$ cat config.mk
export PLATFORM = sky130hd
export DESIGN_NAME = id_rr_hazard_ctrl
export DESIGN_NICKNAME = d
export VERILOG_FILES = /design/src/rtl/id_rr_hazard_ctrl.sv
export SDC_FILE = /design/constraint.sdc
export NUM_CORES = 1
export LEC_CHECK = 0
export ABC_AREA = 1
export CORE_MARGIN = 4
export CORE_UTILIZATION = 45
export DETAILED_ROUTE_END_ITERATION = 7
export HOLD_SLACK_MARGIN = 0.05
export PLACE_DENSITY_LB_ADDON = 0.3
export SKIP_CTS_REPAIR_TIMING = 1
export SLEW_MARGIN = 40
export SYNTH_ARGS = -nofsm -noshare
export SYNTH_HDL_FRONTEND = slang
export SYNTH_SLANG_ARGS = --single-unit
$ cat constraint.sdc
create_clock -name clk -period 2 [get_ports clk]
set_clock_uncertainty 0.2 [all_clocks]
set_input_delay 0.3 -clock clk [delete_from_list [all_inputs] [get_ports clk]]
set_output_delay 0.3 -clock clk [all_outputs]
set_load 0.005 [all_outputs]
$ cat src/rtl/id_rr_hazard_ctrl.sv
// rtl/id_rr_hazard_ctrl.sv - ID/RR pipeline register hazard, serialization and flush controller
module id_rr_hazard_ctrl #(
  parameter int LAT_W        = 3,
  parameter int FLUSH_CYCLES = 1,
  parameter int CNT_W        = 16
) (
  input  logic             clk,
  input  logic             rst_bar,
  input  logic             id_valid,
  input  logic [2:0]       id_src1_idx,
  input  logic [2:0]       id_src2_idx,
  input  logic             id_use1,
  input  logic             id_use2,
  input  logic             id_serial,
  input  logic             rr_valid,
  input  logic             rr_wr_en,
  input  logic [2:0]       rr_dst_idx,
  input  logic [LAT_W-1:0] rr_lat,
  input  logic             wb_valid,
  input  logic [2:0]       wb_idx,
  input  logic             redirect,
  output logic             stall,
  output logic             flush,
  output logic [7:0]       sb_busy,
  output logic [CNT_W-1:0] stall_cycles
);

  typedef enum logic [1:0] {
    RUN    = 2'd0,
    SERIAL = 2'd1,
    FLUSH  = 2'd2
  } state_t;

  localparam logic [2:0] FLUSH_LOAD = 3'(FLUSH_CYCLES);

  state_t           state, state_nxt;
  logic [LAT_W-1:0] cnt [8];
  logic [2:0]       flush_cnt;
  logic [7:0]       sb_raw;
  logic [LAT_W-1:0] lat_eff;
  logic             issue;
  logic             busy1, busy2;
  logic             raw;
  logic             stall_c;

  // A squashed RR instruction must not reserve its destination.
  assign issue   = rr_valid & rr_wr_en & (state != FLUSH);
  assign lat_eff = (rr_lat == '0) ? LAT_W'(1) : rr_lat;

  // Per-register busy flags straight from the countdown registers.
  always_comb begin
    sb_raw = '0;
    for (int n = 0; n < 8; n++) begin
      sb_raw[n] = (cnt[n] != '0);
    end
  end

  // RR writer counts as busy in the same cycle, before its countdown is loaded.
  assign busy1 = sb_raw[id_src1_idx] | (rr_valid & rr_wr_en & (rr_dst_idx == id_src1_idx));
  assign busy2 = sb_raw[id_src2_idx] | (rr_valid & rr_wr_en & (rr_dst_idx == id_src2_idx));
  assign raw   = id_valid & ((id_use1 & busy1) | (id_use2 & busy2));

  // Countdown scoreboard: issue beats writeback clear beats decrement.
  always_ff @(posedge clk) begin
    if (!rst_bar) begin
      for (int n = 0; n < 8; n++) cnt[n] <= '0;
    end else begin
      for (int n = 0; n < 8; n++) begin
        if (issue && (rr_dst_idx == 3'(n)))
          cnt[n] <= lat_eff;
        else if (wb_valid && (wb_idx == 3'(n)))
          cnt[n] <= '0;
        else if (cnt[n] != '0)
          cnt[n] <= cnt[n] - LAT_W'(1);
      end
    end
  end

  // Next-state and stall decode; redirect overrides whatever the state wanted.
  always_comb begin
    state_nxt = state;
    stall_c   = 1'b0;
    case (state)
      RUN: begin
        stall_c = raw;
        if (id_valid && id_serial && ((sb_raw != '0) || rr_valid)) begin
          stall_c   = 1'b1;
          state_nxt = SERIAL;
        end
      end
      SERIAL: begin
        stall_c = 1'b1;
        if ((sb_raw == '0) && !rr_valid) state_nxt = RUN;
      end
      FLUSH: begin
        if (flush_cnt <= 3'd1) state_nxt = RUN;
      end
      default: state_nxt = RUN;
    endcase
    if (redirect) state_nxt = FLUSH;
  end

  // State register.
  always_ff @(posedge clk) begin
    if (!rst_bar) state <= RUN;
    else          state <= state_nxt;
  end

  // Flush length counter, reloaded by every redirect.
  always_ff @(posedge clk) begin
    if (!rst_bar)
      flush_cnt <= '0;
    else if (redirect)
      flush_cnt <= FLUSH_LOAD;
    else if ((state == FLUSH) && (flush_cnt != '0))
      flush_cnt <= flush_cnt - 3'd1;
  end

  // Outputs are forced quiet while reset is held.
  assign stall   = rst_bar & stall_c;
  assign flush   = rst_bar & (state == FLUSH);
  assign sb_busy = rst_bar ? sb_raw : 8'h00;

  // Saturating count of stalled cycles.
  always_ff @(posedge clk) begin
    if (!rst_bar)
      stall_cycles <= '0;
    else if (stall && (stall_cycles != '1))
      stall_cycles <= stall_cycles + CNT_W'(1);
  end

endmodule

# --- Yosys cells after proc, flatten, opt, wreduce, memory -nomap -nowiden ---
# Memory sizes are Yosys's and may differ from the RTL's.
# Index checks and enable logic that the tools add are counted.
# Widths: inputs -> output; s select.
totals:
  register_bits: 21
  ramBits: 24
  inputBits: 25
  output_inout_bits: 26
  elab_cells: 260
  memories: 1
mem_list:
  columns: ["memory", "depth", "word_bits", "rd", "rd_clocked_by_memory_dff", "write_ports", "line_no", "rtl"]
  rows:
  - ["cnt", 8, 3, 8, 0, 8, "37", "logic [LAT_W-1:0] cnt [8];"]
classes:
  add_sub_neg: 10
  magnitude_cmp: 3
  n_eq_ne: 26
  n_mux: 136
  n_bitwise: 37
  n_reduce_logical: 42
ops:
  columns: ["cell", "count"]
  rows:
  - ["$mux 1", 102]
  - ["$mux 3", 25]
  - ["$or 1x1->1", 27]
  - ["$reduce_bool 3->1", 9]
  - ["$sub 3x1->3 const B", 9]
  - ["$eq 3x3->1 const B", 8]
  - ["$logic_and 1x1->1", 21]
  - ["$add 16x1->16 const B", 1]
  - ["$ne 16x16->1 const B", 1]
  - ["$eq 3x2->1 const B", 4]
  - ["$and 1x1->1", 9]
  - ["$logic_not 3->1", 3]
  - ["$ne 3x3->1 const B", 3]
  - ["$logic_not 8->1", 1]
  - ["$lt 3x4->1 const B", 2]
  - ["$mux 2", 4]
  - ["$mux 8", 1]
  - ["$ne 2x2->1 const B", 4]
  - ["$reduce_bool 8->1", 1]
  - ["$bmux 1 s3", 2]
  - ["$eq 3x1->1 const B", 2]
  - ["$eq 3x3->1", 2]
  - ["$pmux 2 s3", 1]
  - ["$reduce_and 3->1", 2]
  - ["10 further kinds", 10]

# --- Logic depth before layout (Yosys ltp) ---
# Gate-level depths: netlist of run 1.
# An unclocked memory read counts as a cell.
logic_depth:
  word_depth: 12
  depth_mapped: 17
  mapped_depth_nobuf: 17

# --- Worst setup path before layout of run 1 ---
# Ideal clock, no wire load.
synth_path:
  kind: "reg2reg"
  from: "memory cnt[7][0], in the netlist cnt[1][9]"
  to: "register stall_cycles[12]"
  setup_time_ns: 0.067
  arrival_time_ns: 1.741
  t_required_ns: 1.733
  path_slack_ns: -0.008
  stages_incl_launch_ff: 14
  n_path_buf: 1
  synth_period_minus_slack_ns: 2.008
  cell_sequence: "edfxtp_1 -> inv_1 -> ha_1 -> inv_2 -> nor2_2 -> nand3_1 -> nor3_2 -> nor2_1 -> nor2_2 -> nand2_2 -> nand3_4 -> buf_6 -> nand2_1 -> a21oi_2"
synth_lines:
  columns: ["element", "line_no", "rtl"]
  rows:
  - ["from (decl)", "37", null]
  - ["to (signal assigned)", "129", "stall_cycles <= stall_cycles + CNT_W'(1);"]
  - ["to (decl)", "25", "output logic [CNT_W-1:0] stall_cycles"]

==> summary by stage, run 1 <==
Outcome
The flow ran to the end, but the final reports show violations. The final reports fail on negative setup slack.

Detailed routing
The per-cell routed wire length is 15.0 µm. The initial DRC count is 188. In the routed design, unresolved DRC markers number 0. The count of antenna-violating nets left after detailed routing is 0.

The total iterations of the first detailed-routing run is 6. The via count is 3987. The final layout contains routed wiring with a total length of 11300 µm. Using the TritonRoute via totals, the vias-per-cell ratio works out to 5.26.

STA
The setup violation total in the final timing report is 18. The final max-slew violation count came to 0. The tightest slew margin relative to the limit is 73.7%.

At the pin with the least slew margin, the transition time is 392 ps. The final cycle utilization of the critical path is 128%. The final-report hold violation count is 0. In the post-route analysis, the smallest setup slack over all paths is -556 ps. The worst hold slack across all endpoints is 318 ps. The routed design could run at a clock period as short as 2560 ps.

Setup repair after global routing could not meet its margin everywhere. The upper clock frequency limit is 391 MHz.

Place
Detailed placement ended at an HPWL of 7640 µm. At the end of routability-driven placement, the weighted congestion stood at 1.05. In this run the tool buffered the top-level ports with 50 buffer cells.

The instance count after placement with tap cells included is 737.

GRT
The first-pass GRT wire length is 16200 µm. The maximum number of pins on one net before global-route repair is 25. The via count of the first global-routing pass is 3679. The initial antenna violation count came to 0. The overall overflow remaining after global route is 0.

The global-route total usage across every layer is 22.0%.

Pwr
The total power is 3.78 mW. The peak ir drop on the vdd network is 0.380 mV. The total power per unit cell area is 697 nW/µm². The total leakage power is 2.55 nW.

Yosys
The proportion of netlist area held by the largest area contributor is 20.7%. The synthesized design contains 24 enable-type register cells. In the synthesized netlist, the cells that appear most often are nand2_1, inv_1, nor2_1, nand3_1, a21oi_1. The flop and latch count out of synthesis is 45. After synthesis, the cell types taking the most area are edfxtp_1, dfxtp_1, nand2_1, inv_1, nor2_1. The synthesized netlist net count is 554. The most area-hungry cell type in the Yosys netlist is edfxtp_1. The main flop type after synthesis is edfxtp_1.

The synthesized netlist contains 37 unique library cells. Sequential cells were found to cover 32.7% of the synthesized design area. The synthesized area is 3490 µm². During synthesis, Yosys emitted a total of 0 warnings. The post-synthesis area per instance is 6.86 µm². After synthesis, the share of flip-flops with an asynchronous set or reset is 0%.

Yosys instantiated no cell more often than nand2_1. The gate count after technology mapping is 509.

Worst hold path
The path class of the tightest hold or removal check is flip-flop to flip-flop.

CTS
TritonCTS built the clock tree. The H-tree was split into 2 levels. The number of clock buffers inserted by TritonCTS is 5. The number of clock sinks seen by CTS is 45. After clock tree synthesis, the clock-pin slew on the worst setup and hold paths is 80 ps. The maximum count of clock buffers along a single path is 2. The root buffer cell is clkbuf_8. The clock latency reported for the late side of the worst-skew pair is 300 ps.

Cells and area
The register area is 1140 µm². Counting the fill cells in the layout gives 549. 0 antenna diodes ended up in the layout.

The finished layout holds 758 standard cells, fillers aside. The post-route netlist has 34.0% of its cells at a drive strength greater than 1. The area taken by multi-input logic gates is 2380 µm².

The number of nets in the finished design is 703. Relative to the synthesized area, the layout overhead comes to 55.3%.

Run
The max-cap violation count is 0.

Floorplanning
The total area inside the core boundary comes to 7410 µm². After floorplanning, the core was divided into 31 placement rows. The effective utilization at floorplan is 47.1%.

The die covers 9230 µm². The horizontal die dimension is 96.1 µm. The die is 96.1 µm tall. 51 I/O pins were placed.

Worst setup path
The data required time of the worst path is 1500 ps. STA classifies the critical path startpoint as a flip-flop. Traced cell by cell, the critical path runs through inv_2, ha_4, inv_2, nor2_1, buf_4, nand4_1, nor3_4, nor2_1, nor2_2, a21boi_2, buf_2. The type of the worst setup path is flip-flop to output port. STA classifies the critical path endpoint as an output port.

The data arrival time at the worst-slack endpoint is 2060 ps. Of all nets on the critical path, the largest fanout is 4. The delay of the slowest cell on the worst path is 380 ps. The library cell contributing the largest single delay on the critical path is edfxtp_1.
## logic make-up (layout without fill, tap and decap cells)
kind of cell	after synthesis	after routing	share of synthesized area (%)
buf+inv	102	250	11.3
fa+ha+maj	20	20	7.17
xor+xnor	23	23	5.77
simple gates	263	265	34.1
flops	45	45	32.7
compound gates	56	56	8.89
## flip-flops by register name, summed over array words and instances, names as in the netlist
name and flops:
state 2, cnt 24, stall_cycles 16, flush_cnt 3
## worst max-delay path, delay by kind of cell, from the launching register on
family / cells / cell delay (ps)
buffers and inverters: 4 / 380
AO/OA/AOI/OAI: 1 / 70
adder cells (fa/ha/maj): 1 / 130
AND/OR/NAND/NOR: 5 / 770
flip-flops: 1 / 380
## power by group
part           leakage (nW)  internal (mW)  switching, mW
combinational          2.08          0.966          0.998
clock                0.0428          0.249          0.323
sequential            0.431           1.16         0.0888
## path summary, 6_finish.rpt
check	from	to	slack (ps)	cells after the start
worst min register to register	stall_cycles[14]$_SDFFE_PN0P_	stall_cycles[14]$_SDFFE_PN0P_	320	2
worst max register to register	cnt[0][7]$_SDFFCE_PN0P_	stall_cycles[12]$_SDFFE_PN0P_	-480	15
worst min-delay path	stall_cycles[14]$_SDFFE_PN0P_	stall_cycles[14]$_SDFFE_PN0P_	320	2
worst max-delay path	cnt[0][7]$_SDFFCE_PN0P_	stall	-560	11
## placed cells by master (no fill, tap or decap), types with 2 or more instances in the layout
| master | synthesis | layout |
|---|---|---|
| a21oi_2 | 1 | 11 |
| dlymetal6s2s_1 | 0 | 13 |
| nor4_1 | 4 | 2 |
| nand2_1 | 103 | 87 |
| clkdlybuf4s50_1 | 0 | 35 |
| nand2_4 | 0 | 2 |
| o211ai_1 | 2 | 2 |
| ha_1 | 20 | 12 |
| nand3_1 | 44 | 41 |
| buf_4 | 1 | 92 |
| or2_0 | 2 | 2 |
| nand4_1 | 18 | 18 |
| nand3b_1 | 2 | 2 |
| nor2_4 | 1 | 9 |
| inv_2 | 5 | 26 |
| a21oi_1 | 35 | 25 |
| edfxtp_1 | 24 | 24 |
| ha_4 | 0 | 7 |
| dfxtp_1 | 21 | 21 |
| o22ai_1 | 3 | 3 |
| nor3_4 | 0 | 2 |
| o21ai_2 | 0 | 2 |
| clkbuf_8 | 0 | 5 |
| buf_6 | 1 | 7 |
| nand3_4 | 1 | 3 |
| inv_1 | 85 | 64 |
| o21ai_0 | 7 | 6 |
| nand2_2 | 1 | 14 |
| nand3_2 | 0 | 3 |
| a211oi_2 | 1 | 2 |
| buf_12 | 0 | 2 |
| o21ai_1 | 3 | 2 |
| xnor2_1 | 3 | 3 |
| nor3_1 | 10 | 8 |
| nor2_2 | 3 | 22 |
| xor2_1 | 20 | 20 |
| nor2_1 | 69 | 42 |
| clkbuf_1 | 5 | 2 |
## per-stage QoR
step	setup WS (ps)	setup TNS (ps)	instance area [µm²]	util (%)
2_1_floorplan	7.12	0	3490	-
3_3_place_gp	-790	-26310	4770	64.3
3_5_place_dp	-852	-30420	4770	64.3
4_1_cts	-956	-12990	4850	65.5
5_1_grt	-650	-10170	5420	73.2
6_report	-556	-8220	5420	73.2
## routing by layer
metal	part of all wire [%]	track usage, %	wire [µm]	vias to the layer above
met4	3.1	7.82	351	0
met3	5.2	3.21	591	40
li1	-	-	-	1946
met1	42	28.5	4740	1841
met5	0	0	0	-
met2	50	37.3	5660	160
## cell type report
class / instances / area share, %
multi-input combinational: 364 / 43.9
clock buffer: 7 / 1.41
clock inverter: 1 / 0.115
sequential: 45 / 21.1
tap: 99 / 2.29
inverter: 90 / 6.23
timing repair buffer: 152 / 25.0
Note: power is estimated with default switching activity, not from simulation.
==> run 2, diff against run 1 <==
--- a/config.mk
+++ b/config.mk
@@ -5,7 +5,6 @@
 export SDC_FILE = /design/constraint.sdc
 export NUM_CORES = 1
 export LEC_CHECK = 0
-export ABC_AREA = 1
 export CORE_MARGIN = 4
 export CORE_UTILIZATION = 45
 export DETAILED_ROUTE_END_ITERATION = 7
==> summary by stage, run 2 <==
STA
Setup repair after global routing could not meet its margin everywhere. The tightest slew margin relative to the limit is 68.4% (-5.3 points). The slew at the pin closest to its max-slew limit is 470 ps (+78.8 ps). The setup violation total in the final timing report is 19 (+1). The final cycle utilization of the critical path is 144% (+16 points). The final sum of negative setup slack is -11040 ps (-2820 ps).

The upper clock frequency limit is 348 MHz (-11%). The worst hold slack across all endpoints is 321 ps (+3.43 ps). The minimum setup slack in the final design came to -876 ps (-320 ps). The final max-slew violation count is 0 (unchanged).

The final period demand of the worst path is 2880 ps (+320 ps). The final-report hold violation count is 0 (unchanged).

Yosys
In the synthesized netlist, the cells that appear most often are nand2_1, nor2_1, edfxtp_1, inv_1, dfxtp_1. The unique cell type count in the Yosys netlist is 57 (+54%). The fraction of registers with async set or reset after synthesis is 0% (unchanged). The flop and latch count out of synthesis is 45 (unchanged). The proportion of synthesized chip area in sequential cells was 34.7% (+2.0 points). The main flop type after synthesis is edfxtp_1. The number of flops mapped to enable cells by yosys came to 24 (unchanged).

The synthesized area is 3290 µm² (-5.8%). The synthesized netlist net count was 428 (-23%). The total of warnings raised by yosys is 0 (unchanged).

The proportion of netlist area held by the largest area contributor is 21.9% (+1.3 points). In the post-synthesis netlist, the cell with the most instances is nand2_1. The post-synthesis area per instance came to 8.58 µm² (+25%). The synthesized design spends more area on one cell type than any other, namely edfxtp_1. The gate count after technology mapping was 383 (-25%). By area the synthesized netlist is led by edfxtp_1, dfxtp_1, ha_1, nand2_1, nor2b_1.

Pwr
The total leakage power is 2.31 nW (-9.4%). The fraction of power consumed by the clock network is 12.3% (-2.8 points). The portion of total power attributed to combinational logic came to 62.6% (+11 points). The design internal power was 3.53 mW (+49%). The total power is 5.69 mW (+50%). The sequential share of power is 25.1% (-7.8 points). The switching power share of the total was 37.9% (+0.58 points). The total net switching power is 2.15 mW (+53%). The total power per unit cell area came to 1070 nW/µm² (+54%). The peak ir drop on the vdd network is 0.458 mV (+21%).

Place
The total half-perimeter wirelength after legalization and detailed placement came to 7540 µm (-1.4%). The final weighted congestion in routability-driven placement is 0.932 (-11%). The worst slack after detailed placement came to -1080 ps (-227 ps).

The quantity of I/O buffers inserted on ports is 50 (unchanged).

CTS
The number of clock buffers inserted by TritonCTS was 5 (unchanged). The clock transition time at the flip-flop clock pins of the worst setup and hold paths is 80 ps (about the same). The maximum count of clock buffers along a single path was 2 (unchanged). The CTS tree is done. The number of clock sinks seen by CTS is 45 (unchanged). The root buffer cell is clkbuf_8.

The clock latency reported for the late side of the worst-skew pair is 300 ps (about the same). The number of H-tree branching levels is 2 (unchanged).

Worst setup path
STA classifies the critical path startpoint as a flip-flop. The number of cells on the worst reg-to-reg path came to 12 (-3). The data arrival time at the worst-slack endpoint came to 2380 ps (+320 ps). The reg-to-reg startpoint is cnt[1][3]$_DFFE_PP_. The capture point of the worst reg-to-reg path is stall_cycles[4]$_SDFFE_PN0P_. The end point of the critical path is stall. STA classifies the critical path endpoint as an output port. The source of the critical timing path is cnt[1][3]$_DFFE_PP_.

The reg2reg setup slack is -830 ps (-350 ps). The data required time of the worst path is 1500 ps (about the same). The peak fanout along the critical path was 2 (-2). The type of the worst setup path is flip-flop to output port.

Detailed routing
The count of antenna-violating nets left after detailed routing is 0 (unchanged). The total iterations of the first detailed-routing run was 5 (-1). The DRC violation count after routing is 0 (unchanged). The via count is 3659 (-8.2%). The initial DRC count is 432 (+130%). The sum of routed wire length over all layers is 11400 µm (+0.44%). The number of vias per cell is 5.66 (+7.7%). The per-cell routed wire length is 17.6 µm (+18%).

Cells and area
The final core utilization is 76.2% (+3.1 points). The most frequent standard cell in the layout excluding fill and tap cells is buf_4. More flip-flops sit in one register than any other, and that register is cnt.

The number of inserted diodes is 0 (unchanged). The number of nets in the finished design came to 594 (-16%). The fraction of final layout cells with drive strength greater than 1 was 36.5% (+2.6 points). The top cell types in the final layout, fill and taps aside, are buf_4, nand2_1, clkdlybuf4s50_1. In the final layout, the registers with the most flip-flops are cnt: 24 flops, stall_cycles: 16 flops, flush_cnt: 3 flops. The area growth from synthesis to layout is 61.0%. The flip-flop count of the largest register after layout came to 24 (unchanged).

Floorplanning
The number of cell rows came to 30 (-3.2%). The I/O pin total was 51 (unchanged). The height of the die is 93.5 µm (-2.7%). The area of the die was 8740 µm² (-5.3%). The horizontal die dimension is 93.5 µm (-2.7%).

The effective utilization at floorplan is 47.3% (+0.23 points). The total core area came to 6940 µm² (-6.3%).

Outcome
The flow ran to the end, but the final reports show violations. The checks that failed: negative setup slack.

Run
The max-cap violation count is 0 (unchanged).

GRT
The via count of the first global-routing pass is 3524 (-4.2%). The met3 track utilization from global routing was 4.51% (+1.3 points). The overall overflow remaining after global route is 0 (unchanged). The met1 capacity usage during global routing is 25.7% (-2.8 points).

The initial antenna violation count was 0 (unchanged). The global-route layer with the greatest usage is met2. The met2 capacity usage during global routing was 39.8% (+2.5 points).

The maximum number of pins on one net before global-route repair is 59 (+140%). The global-route total usage across every layer was 22.4% (+0.40 points). The first-pass GRT wire length is 15700 µm (-2.9%).

Worst hold path
The path class of the tightest hold or removal check is flip-flop to flip-flop.
run 2: changes by cell type after synthesis, moves of 17 or more:
cell and delta:
a21oi_1 -19, inv_1 -61, nand2_1 -66, nand2b_1 +17, nand3_1 -32, nor2_1 -44, nor2b_1 +20
run 2: metal layers:
layer,share of wire (%),vias up
met3,7.6,69
met1,37,1706
met4,5.5,0
met2,49,197
li1,-,1687
met5,0,-
run 2: cells by family (layout without fill, tap and decap cells):
kind of cell	count (synthesis)	count (layout)	share of synthesized area (%)
AOI/OAI and AO/OA	66	66	13.6
xor gates and xnor gates	17	17	4.53
adders and majority gates	20	20	7.61
buffers and inverters	37	204	4.34
DFF	45	45	34.7
muxes	11	11	3.77
and+or+nand+nor	187	187	31.5
run 2: how the worst min path moves through the flow:
stage	start	end	slack [ps]	cells after the start
after CTS	stall_cycles[5]$_SDFFE_PN0P_	stall_cycles[5]$_SDFFE_PN0P_	320	1
after global placement	stall_cycles[5]$_SDFFE_PN0P_	stall_cycles[5]$_SDFFE_PN0P_	280	1
final	stall_cycles[5]$_SDFFE_PN0P_	stall_cycles[5]$_SDFFE_PN0P_	320	1
after detailed placement	stall_cycles[5]$_SDFFE_PN0P_	stall_cycles[5]$_SDFFE_PN0P_	300	1
after floorplan	redirect	flush_cnt[0]$_SDFFE_PN0P_	220	1
after global routing	flush_cnt[1]$_SDFFE_PP0P_	flush_cnt[1]$_SDFFE_PP0P_	350	2
run 2: final cells by class:
| cell class | instances | area [µm²] |
|---|---|---|
| multi-input cells | 301 | 2330 |
| repair buffers | 171 | 1490 |
| clock inverters | 1 | 6.26 |
| inverters | 25 | 96.3 |
| well taps | 96 | 120 |
| flip-flops and latches | 45 | 1140 |
| clock buffers | 7 | 108 |
| fillers | 459 | 1650 |
run 2: power by group through the flow:
stage | logic, mW | clock network [mW] | registers (mW)
after floorplan | 1.38 | 0 | 1.39
after global placement | 2.57 | 0 | 1.39
after detailed placement | 2.68 | 0 | 1.40
after CTS | 2.71 | 0.705 | 1.38
after global routing | 3.80 | 0.746 | 1.45
final | 3.56 | 0.702 | 1.43
run 2: per-stage QoR:
stage / area, µm² / cells
finish: 5290 / 646
global route: 5290 / 646
CTS: 4850 / 635
detailed placement: 4740 / 627
global placement: 4740 / 627
floorplan: 3340 / 383
run 2: critical path: stages (launching register included):
cell and delay [ps]:
edfxtp_1 420, inv_2 110, ha_4 160, buf_4 100, nor3b_1 230, o21ai_0 130, a32o_1 260, o31a_1 330
or2_4 240, clkbuf_2 110
